## src/rtl/imm_encoder.sv

```systemverilog
// -----------------------------------------------------------------------------
// imm_encoder
//   Packs a 32-bit two's-complement immediate into the scattered immediate
//   fields of an RV32I instruction word (I/U/S/B/J). All bits that are not part
//   of the selected immediate field are copied from a caller-supplied base
//   word. Immediates that the format cannot represent are flagged.
//
//   Two-stage elastic pipeline:
//     S1 captures the request and the encode/flag logic runs from the S1 flops.
//     S2 registers the result and drives every output directly from flops.
//   Latency is 2 cycles and throughput is 1 word per cycle.
//
// Parameters
//   CNT_W   width of the saturating error counter
//   STRICT  1: any flagged word is replaced by NOP (addi x0,x0,0) on output
//
// Ports
//   clk, rst     clock (rising edge), asynchronous active-high reset
//   in_valid     request valid
//   in_ready     S1 can accept a request this cycle
//   extop        format select: 000 I, 001 U, 010 S, 011 B, 100 J, else illegal
//   imm          immediate value
//   base         instruction word supplying the non-immediate bits
//   out_valid    result valid
//   out_ready    consumer accepts the result
//   instr        assembled instruction word
//   range_err    immediate does not fit the format
//   align_err    immediate has low bits set that the format drops
//   ext_err      illegal extop
//   clr_cnt      synchronous clear of err_cnt (wins over an increment)
//   err_cnt      saturating count of accepted results carrying any flag
// -----------------------------------------------------------------------------
module imm_encoder #(
    parameter int CNT_W  = 8,
    parameter bit STRICT = 1'b0
) (
    input  logic             clk,
    input  logic             rst,
    input  logic             in_valid,
    output logic             in_ready,
    input  logic [2:0]       extop,
    input  logic [31:0]      imm,
    input  logic [31:0]      base,
    output logic             out_valid,
    input  logic             out_ready,
    output logic [31:0]      instr,
    output logic             range_err,
    output logic             align_err,
    output logic             ext_err,
    input  logic             clr_cnt,
    output logic [CNT_W-1:0] err_cnt
);

    localparam logic [2:0]       EXT_I   = 3'b000;
    localparam logic [2:0]       EXT_U   = 3'b001;
    localparam logic [2:0]       EXT_S   = 3'b010;
    localparam logic [2:0]       EXT_B   = 3'b011;
    localparam logic [2:0]       EXT_J   = 3'b100;
    localparam logic [31:0]      NOP     = 32'h0000_0013;
    localparam logic [CNT_W-1:0] CNT_MAX = '1;

    // ---------------------------------------------------------------- S1 state
    logic        r_s1_valid;
    logic [2:0]  r_s1_extop;
    logic [31:0] r_s1_imm;
    logic [31:0] r_s1_base;

    // ---------------------------------------------------------------- S2 state
    logic             r_s2_valid;
    logic [31:0]      r_instr;
    logic             r_range_err;
    logic             r_align_err;
    logic             r_ext_err;
    logic [CNT_W-1:0] r_err_cnt;

    // ---------------------------------------------------------------- control
    logic w_s2_load;
    logic w_in_hs;
    logic w_out_hs;

    // S2 takes the S1 word whenever it is empty or being drained this cycle,
    // so S1 can refill in the same cycle and the pipe runs bubble-free.
    assign w_s2_load = r_s1_valid && (!r_s2_valid || out_ready);
    assign in_ready  = !r_s1_valid || w_s2_load;
    assign w_in_hs   = in_valid && in_ready;
    assign w_out_hs  = r_s2_valid && out_ready;

    // ---------------------------------------------------------------- encode
    logic        w_fit12;   // imm[31:11] is a pure sign extension (I/S)
    logic        w_fit13;   // imm[31:12] is a pure sign extension (B)
    logic        w_fit21;   // imm[31:20] is a pure sign extension (J)
    logic [31:0] w_instr;
    logic        w_range_err;
    logic        w_align_err;
    logic        w_ext_err;
    logic        w_any_err;
    logic [31:0] w_out_word;

    assign w_fit12 = (&r_s1_imm[31:11]) || !(|r_s1_imm[31:11]);
    assign w_fit13 = (&r_s1_imm[31:12]) || !(|r_s1_imm[31:12]);
    assign w_fit21 = (&r_s1_imm[31:20]) || !(|r_s1_imm[31:20]);

    always_comb begin
        w_instr     = r_s1_base;
        w_range_err = 1'b0;
        w_align_err = 1'b0;
        w_ext_err   = 1'b0;
        case (r_s1_extop)
            EXT_I: begin
                w_instr     = {r_s1_imm[11:0], r_s1_base[19:0]};
                w_range_err = !w_fit12;
            end
            EXT_U: begin
                // U has no range limit; only the dropped low 12 bits matter.
                w_instr     = {r_s1_imm[31:12], r_s1_base[11:0]};
                w_align_err = |r_s1_imm[11:0];
            end
            EXT_S: begin
                w_instr     = {r_s1_imm[11:5], r_s1_base[24:12],
                               r_s1_imm[4:0], r_s1_base[6:0]};
                w_range_err = !w_fit12;
            end
            EXT_B: begin
                w_instr     = {r_s1_imm[12], r_s1_imm[10:5], r_s1_base[24:12],
                               r_s1_imm[4:1], r_s1_imm[11], r_s1_base[6:0]};
                w_range_err = !w_fit13;
                w_align_err = r_s1_imm[0];
            end
            EXT_J: begin
                w_instr     = {r_s1_imm[20], r_s1_imm[10:1], r_s1_imm[11],
                               r_s1_imm[19:12], r_s1_base[11:0]};
                w_range_err = !w_fit21;
                w_align_err = r_s1_imm[0];
            end
            default: begin
                // Illegal format: pass base through untouched.
                w_ext_err = 1'b1;
            end
        endcase
    end

    assign w_any_err  = w_range_err || w_align_err || w_ext_err;
    assign w_out_word = (STRICT && w_any_err) ? NOP : w_instr;

    // ---------------------------------------------------------------- S1 regs
    always_ff @(posedge clk or posedge rst) begin
        if (rst) begin
            r_s1_valid <= 1'b0;
            r_s1_extop <= 3'b000;
            r_s1_imm   <= 32'h0;
            r_s1_base  <= 32'h0;
        end else begin
            if (w_in_hs) begin
                r_s1_valid <= 1'b1;
                r_s1_extop <= extop;
                r_s1_imm   <= imm;
                r_s1_base  <= base;
            end else if (w_s2_load) begin
                r_s1_valid <= 1'b0;
            end
        end
    end

    // ---------------------------------------------------------------- S2 regs
    // Data flops only move on a load, so a stalled result stays stable.
    always_ff @(posedge clk or posedge rst) begin
        if (rst) begin
            r_s2_valid  <= 1'b0;
            r_instr     <= 32'h0;
            r_range_err <= 1'b0;
            r_align_err <= 1'b0;
            r_ext_err   <= 1'b0;
        end else begin
            if (w_s2_load) begin
                r_s2_valid  <= 1'b1;
                r_instr     <= w_out_word;
                r_range_err <= w_range_err;
                r_align_err <= w_align_err;
                r_ext_err   <= w_ext_err;
            end else if (out_ready) begin
                r_s2_valid  <= 1'b0;
            end
        end
    end

    // ---------------------------------------------------------------- counter
    always_ff @(posedge clk or posedge rst) begin
        if (rst) begin
            r_err_cnt <= '0;
        end else if (clr_cnt) begin
            r_err_cnt <= '0;
        end else if (w_out_hs && (r_range_err || r_align_err || r_ext_err) &&
                     (r_err_cnt != CNT_MAX)) begin
            r_err_cnt <= r_err_cnt + 1'b1;
        end
    end

    assign out_valid = r_s2_valid;
    assign instr     = r_instr;
    assign range_err = r_range_err;
    assign align_err = r_align_err;
    assign ext_err   = r_ext_err;
    assign err_cnt   = r_err_cnt;

endmodule
```

## config.mk

```make
export PLATFORM = sky130hd
export DESIGN_NAME = imm_encoder
export DESIGN_NICKNAME = d
export VERILOG_FILES = /design/src/rtl/imm_encoder.sv
export SDC_FILE = /design/constraint.sdc
export NUM_CORES = 1
export LEC_CHECK = 0
export CAP_MARGIN = 20
export CORE_ASPECT_RATIO = 0.9
export CORE_MARGIN = 5
export CORE_UTILIZATION = 56
export CTS_BUF_LIST = sky130_fd_sc_hd__clkbuf_8
export DETAILED_ROUTE_END_ITERATION = 8
export PLACE_DENSITY = 0.85
export SYNTH_ARGS = -nofsm -noshare
export SYNTH_HDL_FRONTEND = slang
export SYNTH_SLANG_ARGS = --single-unit
```

## constraint.sdc

```tcl
create_clock -name clk -period 5.8 [get_ports clk]
set_input_delay 1.16 -clock clk [delete_from_list [all_inputs] [get_ports clk]]
set_output_delay 1.16 -clock clk [all_outputs]
set_load 0.1 [all_outputs]
```

# Word-level counts from Yosys, hierarchy flattened

Cells that the tools add are included.

$add $sub $neg: 1
Reductions and logical operators: 34
Equal/unequal tests: 5
Mux-type cells: 10

Operators by type and width:

| kind                                                            | count |
|---|---|
| 32-bit case mux with 5 select lines                             | 1 |
| 12-bit OR reduction                                             | 2 |
| 21-bit AND reduction                                            | 1 |
| 21-bit OR reduction                                             | 1 |
| 20-bit AND reduction                                            | 1 |
| 20-bit OR reduction                                             | 1 |
| 8-bit two-way mux                                               | 2 |
| 12-bit AND reduction                                            | 1 |
| 8-bit by 1-bit adder with 8-bit output, second input constant   | 1 |
| 1-bit logical NOT                                               | 8 |
| 8-bit != test, second input constant                            | 1 |
| 1-bit logical OR                                                | 7 |
| 3-bit by 2-bit == test with 1-bit output, second input constant | 2 |
| 2-bit nonzero test                                              | 3 |
| 1-bit logical AND                                               | 5 |
| 1-bit two-way mux                                               | 5 |
| 5-bit OR reduction                                              | 1 |
| 2-bit OR reduction                                              | 2 |
| 3-bit by 1-bit == test with 1-bit output, second input constant | 1 |
| 3-bit == test, second input constant                            | 1 |
| 3-bit logical NOT                                               | 1 |
| 1-bit case mux with 3 select lines                              | 1 |
| 1-bit case mux with 2 select lines                              | 1 |

Input port bits: 72
Bits in registers: 112
Output and inout port bits: 45

# Depth between registers and ports, before layout

Gate-level depths: netlist of run 1.

Depth after elaboration: 6
Mapped depth: 7

# Least setup slack after synthesis of run 1

Ideal clock, no wire load.

Kind: input -> register
Start point: input out_ready
End point: register r_s1_extop[0]
Path slack: 2596 ps
Setup time: 128 ps
Buffers on the path: 2
Arrival: 3077 ps
Stages on the path: 5
Cells stage by stage: nand3b_1 nand2_1 buf_4 buf_4 mux2_1

Cells in the longest elaborated chain, start to end: 4

RTL lines:

| item                   | RTL line | RTL |
|---|---|---|
| start: declaration     | 45       | `input logic out_ready,` |
| 1-bit logical OR       | 83       | `assign w_s2_load = r_s1_valid && (!r_s2_valid \|\| out_ready);` |
| 1-bit logical AND      | 83       |  |
| 1-bit logical OR       | 84       | `assign in_ready = !r_s1_valid \|\| w_s2_load;` |
| 1-bit logical AND      | 85       | `assign w_in_hs = in_valid && in_ready;` |
| end signal: assignment | 155      | `r_s1_extop <= extop;` |
| end: declaration       | 64       | `logic [2:0] r_s1_extop;` |

No other way between the ends.
A chain may end at the register's enable or synchronous reset.

# Worst setup path in the final report of run 1

Start point: input out_ready
End point: output in_ready

Cells in the longest elaborated chain, start to end: 3

RTL lines:

| item              | RTL line | RTL |
|---|---|---|
| 1-bit logical OR  | 83       |  |
| 1-bit logical AND | 83       |  |
| 1-bit logical OR  | 84       |  |
| end: declaration  | 40       | `output logic in_ready,` |

No other way between the ends.

==> metrics, run 1 <==
status=completed; Die Area=~11000 um^2; final instance area=6486 um^2; area leader, netlist=dfrtp_1; layout cells sized above 1=between 10 and 15%; top routing layer used=met4; setup tns final=0 ps; clk_skew=12.97 ps; # Max-Cap Violations=0; leak pwr=around 2.7 nW; post-CTS setup buffer count=0; Final Setup Violations=0; routed vias/inst=5.816; Unique masters post-synth=41; ys async rst share=100.0%; CTS tree=yes; sequential area share after synthesis=55.89%; first-pass GRT wire length=19.46 mm; post-synth top area share=55.89%; commonest non-fill, non-tap cell in the layout=clkdlybuf4s50_1; type of the worst setup path=input pin to primary output; DIE WIDTH=109.8 um; Pwr Total=roughly 2.6 mW; most frequent cells in the layout=116 x clkdlybuf4s50_1, 112 x dfrtp_1, 48 x mux2_2; Metal-1 WL=4.850 mm; Mean Syn Cell Area=12.20 um^2; IO Count=117; Clk pin slew, worst setup/hold paths=100 ps; final wirelength=12.02 mm; via count=3728; Mapped Cells=411; fill count=617; WL/cell=18.75 um; final worst path period share=a little under three quarters; Seq cells post-synth=112; CTS resizes=0; Post-synth EDFFs=0; Clk Latency, worst-skew pair=380 ps; ant diodes=0; Starting Density=about 58%; max-slew violations=0; crit end category=primary output; met2 WL=between 5 and 6 mm; Peak VDD IR=0.4078 mV; Die H=around 100 um; worst path cell trace=clkdlybuf4s50_1, nand3b_1, clkdlybuf4s50_1; post-layout min period=~4100 ps; cell mode on critical path=clkdlybuf4s50_1; DRT antenna net count=0; Clock Path Buffers=2; Sink Count=roughly 110; Post-Syn Area=5015 um^2; FF/Latch Area=between 2000 and 3000 um^2; HP Class=flip-flop to flip-flop; final net count=roughly 600; GP Congestion=0.7813; gr usage total=approximately 23%; number of I/O port buffers=around 120; area of the multi-input gates=a little over 2000 um^2; core box area=~8600 um^2; CP Launch Type=input pin; CTS root buffer=clkbuf_8; CP Max Fanout=3; endpoints failing hold=0; Worst path max stage delay=1160 ps; H-Tree Depth=3; number of global-route vias before repair=3866; Synthesized Nets=484; DP HPWL=8.564 mm; CP required=4640 ps; top_reg_cell synth=dfrtp_1; initial antenna violation count=0; metal3 WL=1.087 mm; unrepaired setup endpoints after global routing=no; 1st-iter DRT viols=337; Crit-path slowest cell=clkdlybuf4s50_1; Layout area overhead=29.34%; drt drc=0; Rel. slew slack=33.06%; crit path DAT=2990 ps; row cnt=32; Post-CTS Hold Buffers=0; Yosys warning count=0; achievable frequency=241.2 MHz; power per cell area=403.2 nW/um^2; largest net degree at the start of global routing=77; Pre-antenna DRT Iters=5; Inserted Clock Buffers=9; Placed Area=6227 um^2; synth top area cells=dfrtp_1 56%, mux2_2 11%, mux2_1 7.4%; global route total overflow=0; Slew @ Worst Pin=1001 ps
-- layout make-up --
cell class,count,share of cell area [%]
sequential,112,43.21
multi-input combinational,269,31.93
timing repair buffer,121,18.87
tap,119,2.296
clock buffer,9,1.910
clock inverter,6,1.466
inverter,5,0.3279
-- routing by layer --
layer	track usage, %	vias to the layer above
li1	-	1699
met1	29.82	1849
met2	37.49	153
met3	7.524	27
met4	5.273	0
met5	0	-
-- Yosys cell counts (all sizes together) (2+ instances only) --
cell / n
nor3: 5
and4: 2
mux2i: 14
dfrtp: 112
nand3b: 2
nand2: 34
inv: 5
nor4: 8
nor2: 15
or4: 2
o21ai: 33
mux2: 81
a31oi: 4
a22o: 22
nand4: 6
a21oi: 14
nand2b: 5
nand3: 3
xnor2: 6
buf: 19
clkbuf: 6
-- critical path: cells and delay by family --
| family | cells | cell delay (ps) |
|---|---|---|
| buffers and inverters | 2 | 1640 |
| AND/OR/NAND/NOR | 1 | 180 |
-- registers in the layout, summed over array words and instances (netlist names) --
register,count
instr,32
align_err,1
r_s1_valid,1
r_s1_base,32
out_valid,1
r_s1_imm,32
ext_err,1
r_s1_extop,3
range_err,1
err_cnt,8
-- power by group --
part / leakage (nW) / switching (mW) / internal (mW) / total [mW]
registers: 1.34 / 0.129 / 0.919 / 1.05
clock network: 0.109 / 0.259 / 0.244 / 0.503
logic: 1.21 / 0.740 / 0.324 / 1.06
total: 2.66 / 1.13 / 1.49 / 2.62
-- logic make-up (layout without fill, tap and decap cells) --
| logic type | count (synthesis) | count (layout) | share of synthesized area (%) |
|---|---|---|---|
| AO/OA/AOI/OAI | 81 | 81 | 10.40 |
| buffers and inverters | 30 | 141 | 2.919 |
| multiplexers | 95 | 95 | 20.98 |
| adder cells (fa/ha/maj) | 1 | 1 | 0.2495 |
| XOR/XNOR | 7 | 7 | 1.223 |
| AND/OR/NAND/NOR | 85 | 85 | 8.333 |
| flip-flops | 112 | 112 | 55.89 |
-- final timing paths --
kind	from	to	slack (ps)	cells past startpoint
max	out_ready	in_ready	1650	3
max reg2reg	r_s1_extop[1]	instr[26]	3760	4
max in group asynchronous	rst	instr[20]	3420	3
min reg2reg	instr[16]	instr[16]	490	2
min in group asynchronous	rst	r_s1_imm[16]	1340	2
min	instr[16]	instr[16]	490	2
-- metrics by stage --
step / util, % / cells / hold WS, ps / setup slack [ps]
2_1_floorplan: - / 411 / 458.8 / 1681
3_3_place_gp: 72.01 / 624 / 461.5 / 1649
3_5_place_dp: 72.01 / 624 / 470.3 / 1647
4_1_cts: 74.54 / 639 / 494.7 / 1646
5_1_grt: 75.00 / 641 / 520.4 / 1611
6_report: 75.00 / 641 / 490.7 / 1654
Power figures use the tool's default switching activity.
==> inputs of run 2 (changes only) <==
- CORE_UTILIZATION: 56 -> 52
- PLACE_DENSITY: 0.85 -> 0.8
- clock period: 5.8 -> 4.16 ns (I/O delays scaled with it)
==> metrics, run 2 (synthesized netlist as in run 1, its figures left out) <==
CP Launch Type=flip-flop; first-pass GRT wire length=18.91 mm; post-route insts no fill=~650; # Max-Cap Violations=0; power per cell area=roughly 560 nW/um^2; worst hold start=instr[11]; H-Tree Depth=3; Worst Reg2Reg Path Length in Cells=4; status=completed; clk_skew=13.02 ps; number of global-route vias before repair=3652; CP Max Fanout=7; commonest non-fill, non-tap cell in the layout=clkdlybuf4s50_1; Pwr Total=3.593 mW; metal3 WL=808 um; Rel. slew slack=between 30 and 40%; Die Area=around 12000 um^2; number of I/O port buffers=116; Worst Hold Depth=2; final net count=591; Clock Path Buffers=2; Crit-path slowest cell=clkdlybuf4s50_1; largest net degree at the start of global routing=49; 1st-iter DRT viols=210; global route total overflow=0; Clk pin slew, worst setup/hold paths=100 ps; unrepaired setup endpoints after global routing=no; Starting Density=52.63%; CTS resizes=0; crit path DAT=1990 ps; CTS root buffer=clkbuf_8; Worst path max stage delay=1170 ps; Worst path top cell family by delay=buffers and inverters; max-slew violations=0; HP Class=flip-flop to flip-flop; Hold Path End=instr[11]; type of the worst setup path=flip-flop to primary output; CTS tree=yes; FF/Latch Area=2803 um^2; setup tns final=0 ps; Peak VDD IR=between 0.4 and 0.5 mV; post-layout min period=2822 ps; met2 WL=5.379 mm; Metal-1 WL=5.216 mm; via count=3645; R2R Path Start=r_s1_extop[1]; most frequent cells in the layout=115 x clkdlybuf4s50_1, 112 x dfrtp_1, 48 x mux2_2; final core occ=67.83%; crit end category=primary output; placed insts=633; layout cells sized above 1=14.37%; endpoints failing hold=0; DRT antenna net count=0; final worst path period share=~68%; gr usage total=20.57%; top routing layer used=met4; setup slack, reg-to-reg=2110 ps; Inserted Clock Buffers=9; initial antenna violation count=0; Post-CTS Hold Buffers=0; DP HPWL=between 8 and 9 mm; final wirelength=between 10 and 15 mm; Final Setup Violations=0; leak pwr=approximately 2.6 nW; routed vias/inst=~5.6; GP Congestion=0.7983; Layout area overhead=28.89%; Sink Count=112; achievable frequency=354.4 MHz; worst path cell trace=clkdlybuf4s50_1; Pre-antenna DRT Iters=5; CP required=around 3300 ps; core box area=about 9500 um^2; WL/cell=17.88 um; drt drc=0; Clk Latency, worst-skew pair=370 ps; area of the multi-input gates=2071 um^2; Slew @ Worst Pin=993.0 ps; IO Count=117; Die H=103.2 um; ant diodes=0; fill count=730; row cnt=34; DIE WIDTH=113.5 um; FF-to-FF End=instr[28]; post-CTS setup buffer count=0; CP bufs+invs=1
run 2: cell types whose count changed in the layout (fill, tap and decap cells not counted), sizes merged:
cell           previous run  this run
buf                       5         6
bufinv                    2         1
clkbuf                    9        11
clkdlybuf4s50           116       115
clkinv                    4         1
clkinvlp                  0         1
inv                       5         6
run 2: through the flow:
| stage | instance area [um^2] | setup slack [ps] | hold WS, ps |
|---|---|---|---|
| floorplan | 5015 | 369.0 | 458.8 |
| global placement | 6261 | 1297 | 462.3 |
| detailed placement | 6261 | 1215 | 470.8 |
| CTS | 6464 | 1314 | 493.7 |
| global route | 6464 | 1266 | 519.6 |
| finish | 6464 | 1338 | 488.4 |
run 2: how the worst max path moves through the flow:
stage                    start            end  slack, ps  depth (start not counted)
floorplan                  rst      align_err        370                          1
global placement     out_ready    r_s1_imm[3]       1300                          5
detailed placement   out_ready  r_s1_base[10]       1220                          5
CTS                 err_cnt[3]     err_cnt[3]       1310                          1
global route        err_cnt[3]     err_cnt[3]       1270                          1
finish              err_cnt[3]     err_cnt[3]       1340                          1
run 2: layout make-up:
class,instances,area share [%]
clock buffer,11,2.342
clock inverter,4,0.7937
inverter,5,0.3291
multi-input combinational,269,32.04
sequential,112,43.36
tap,126,2.439
timing repair buffer,121,18.70
run 2: layer usage:
layer / global-route usage (%) / vias to the layer above
met5: 0 / -
li1: - / 1704
met4: 6.654 / 0
met3: 4.754 / 18
met2: 32.46 / 131
met1: 28.45 / 1792
run 2: power breakdown:
part / total (mW) / internal [mW] / switching [mW]
registers: 1.46 / 1.28 / 0.175
clock network: 0.663 / 0.310 / 0.354
logic: 1.47 / 0.449 / 1.02
==> inputs of run 3 (changes only) <==
- clock period: 4.16 -> 2.95 ns (I/O delays scaled with it)
==> metrics, run 3 (synthesized netlist as in run 1, its figures left out) <==
Peak VDD IR=0.6198 mV; type of the worst setup path=input pin to primary output; Setup crit start=out_ready; final worst path period share=approximately 72%; Hold WS=496.4 ps; Die Area=roughly 12000 um^2; setup ws final=823.3 ps; core box area=between 9000 and 10000 um^2; Slew @ Worst Pin=904.1 ps; commonest non-fill, non-tap cell in the layout=dfrtp_1; HP Class=flip-flop to flip-flop; max-slew violations=0; worst setup path endpoint=in_ready; Sw Pwr=2.211 mW; sw frac=44.68%; endpoints failing hold=0; crit end category=primary output; drt drc=0; Layout area overhead=27.49%; Pre-antenna DRT Iters=4; Clk Latency, worst-skew pair=roughly 370 ps; CP Max Fanout=3; global route total overflow=0; Pwr Total=4.949 mW; ant diodes=0; Rel. slew slack=between 30% and 40%; Final Setup Violations=0; initial antenna violation count=0; GP Congestion=about 0.82; leak pwr=2.717 nW; setup tns final=0 ps; row cnt=34; status=completed; post-layout min period=2127 ps; gr usage total=around a fifth; final core occ=67.10%; DP Worst Slack=530.4 ps; DIE WIDTH=113.5 um; largest net degree at the start of global routing=67; combinational fraction of design power=41.3%; H-Tree Depth=3; routed vias/inst=5.558; clk_skew=around 12 ps; crit path DAT=between 1500 and 2000 ps; clock power share=17.1%; number of I/O port buffers=116; Clk pin slew, worst setup/hold paths=90 ps; unrepaired setup endpoints after global routing=no; Worst Reg2Reg Path Length in Cells=5; post-CTS setup buffer count=0; Pint=between 2 and 3 mW; CP required=2360 ps; 1st-iter DRT viols=284; WL/cell=17.65 um; Starting Density=52.63%; final net count=594; Die H=103.2 um; setup slack, reg-to-reg=1020 ps; Sink Count=about 110; DP HPWL=8.358 mm; worst path cell trace=clkdlybuf4s50_1, nand3b_1, buf_12; most frequent cells in the layout=111 x dfrtp_1, 71 x clkdlybuf4s50_1, 49 x buf_4; final wirelength=11.49 mm; CP Launch Type=input pin; Worst path max stage delay=440 ps; layout cells sized above 1=a little under a quarter; sequential power share=41.6%; DRT antenna net count=0; Clock Path Buffers=2; Crit-path slowest cell=clkdlybuf4s50_1; CTS resizes=0; Inserted Clock Buffers=9; Post-CTS Hold Buffers=0; CTS tree=yes; achievable frequency=470.2 MHz; power per cell area=774.0 nW/um^2; CTS root buffer=clkbuf_8; R2R Path Start=r_s1_extop[2]; IO Count=between 100 and 150; via count=3618; FF-to-FF End=instr[20]; first-pass GRT wire length=18.79 mm; number of global-route vias before repair=approximately 3.7k; # Max-Cap Violations=0
==> run 3: cell types whose count changed in the layout (fill, tap and decap cells not counted), sizes merged <==
| cell | before | now |
|---|---|---|
| buf | 6 | 53 |
| bufinv | 1 | 0 |
| clkbuf | 11 | 10 |
| clkdlybuf4s50 | 115 | 71 |
| clkinv | 1 | 3 |
| clkinvlp | 1 | 2 |
| inv | 6 | 5 |
==> run 3: worst min path at each step <==
stage	from	end	slack [ps]	cells past startpoint
after floorplan	r_s1_base[7]	r_s1_base[7]	460	1
after global placement	instr[11]	instr[11]	460	2
after detailed placement	r_s1_base[5]	r_s1_base[5]	480	1
after CTS	r_s1_base[12]	r_s1_base[12]	500	1
after global routing	r_s1_base[6]	r_s1_base[6]	520	1
final	r_s1_base[12]	r_s1_base[12]	500	1
==> run 3: power by group through the flow <==
| stage | Sequential (mW) | Clock [mW] | Combinational, mW |
|---|---|---|---|
| 3_3_place_gp | 2.07 | 0 | 2.03 |
| 4_1_cts | 2.05 | 0.874 | 2.06 |
| 3_5_place_dp | 2.08 | 0 | 2.06 |
| 5_1_grt | 2.10 | 0.936 | 2.15 |
| 2_1_floorplan | 3.02 | 0 | 0.582 |
| 6_report | 2.06 | 0.845 | 2.05 |
==> run 3: worst max-delay path: cells and delay by family <==
family / cells / cell delay [ps]
buffers and inverters: 2 / 670
and+or+nand+nor: 1 / 270
==> run 3: area by class of cell <==
class                   instances  area [um^2]
clock inverters                 5        42.54
repair buffers                124         1159
inverters                       5        22.52
clock buffers                  10        137.6
fillers                       730         3136
multi-input cells             269         2071
well taps                     126        157.7
flip-flops and latches        112         2804
==> run 3: metal layers <==
| layer | part of all wire [%] | vias to the layer above | track usage, % |
|---|---|---|---|
| li1 | - | 1712 | - |
| met1 | 43 | 1766 | 27.27 |
| met2 | 48 | 121 | 32.41 |
| met3 | 7.6 | 19 | 5.869 |
| met4 | 1.6 | 0 | 6.470 |
| met5 | 0 | - | 0 |
==> run 3: per-stage QoR <==
step | instances | cell area [um^2]
after floorplan | 411 | 5020
after global placement | 636 | 6213
after detailed placement | 636 | 6213
after CTS | 651 | 6394
after global routing | 651 | 6394
final | 651 | 6394
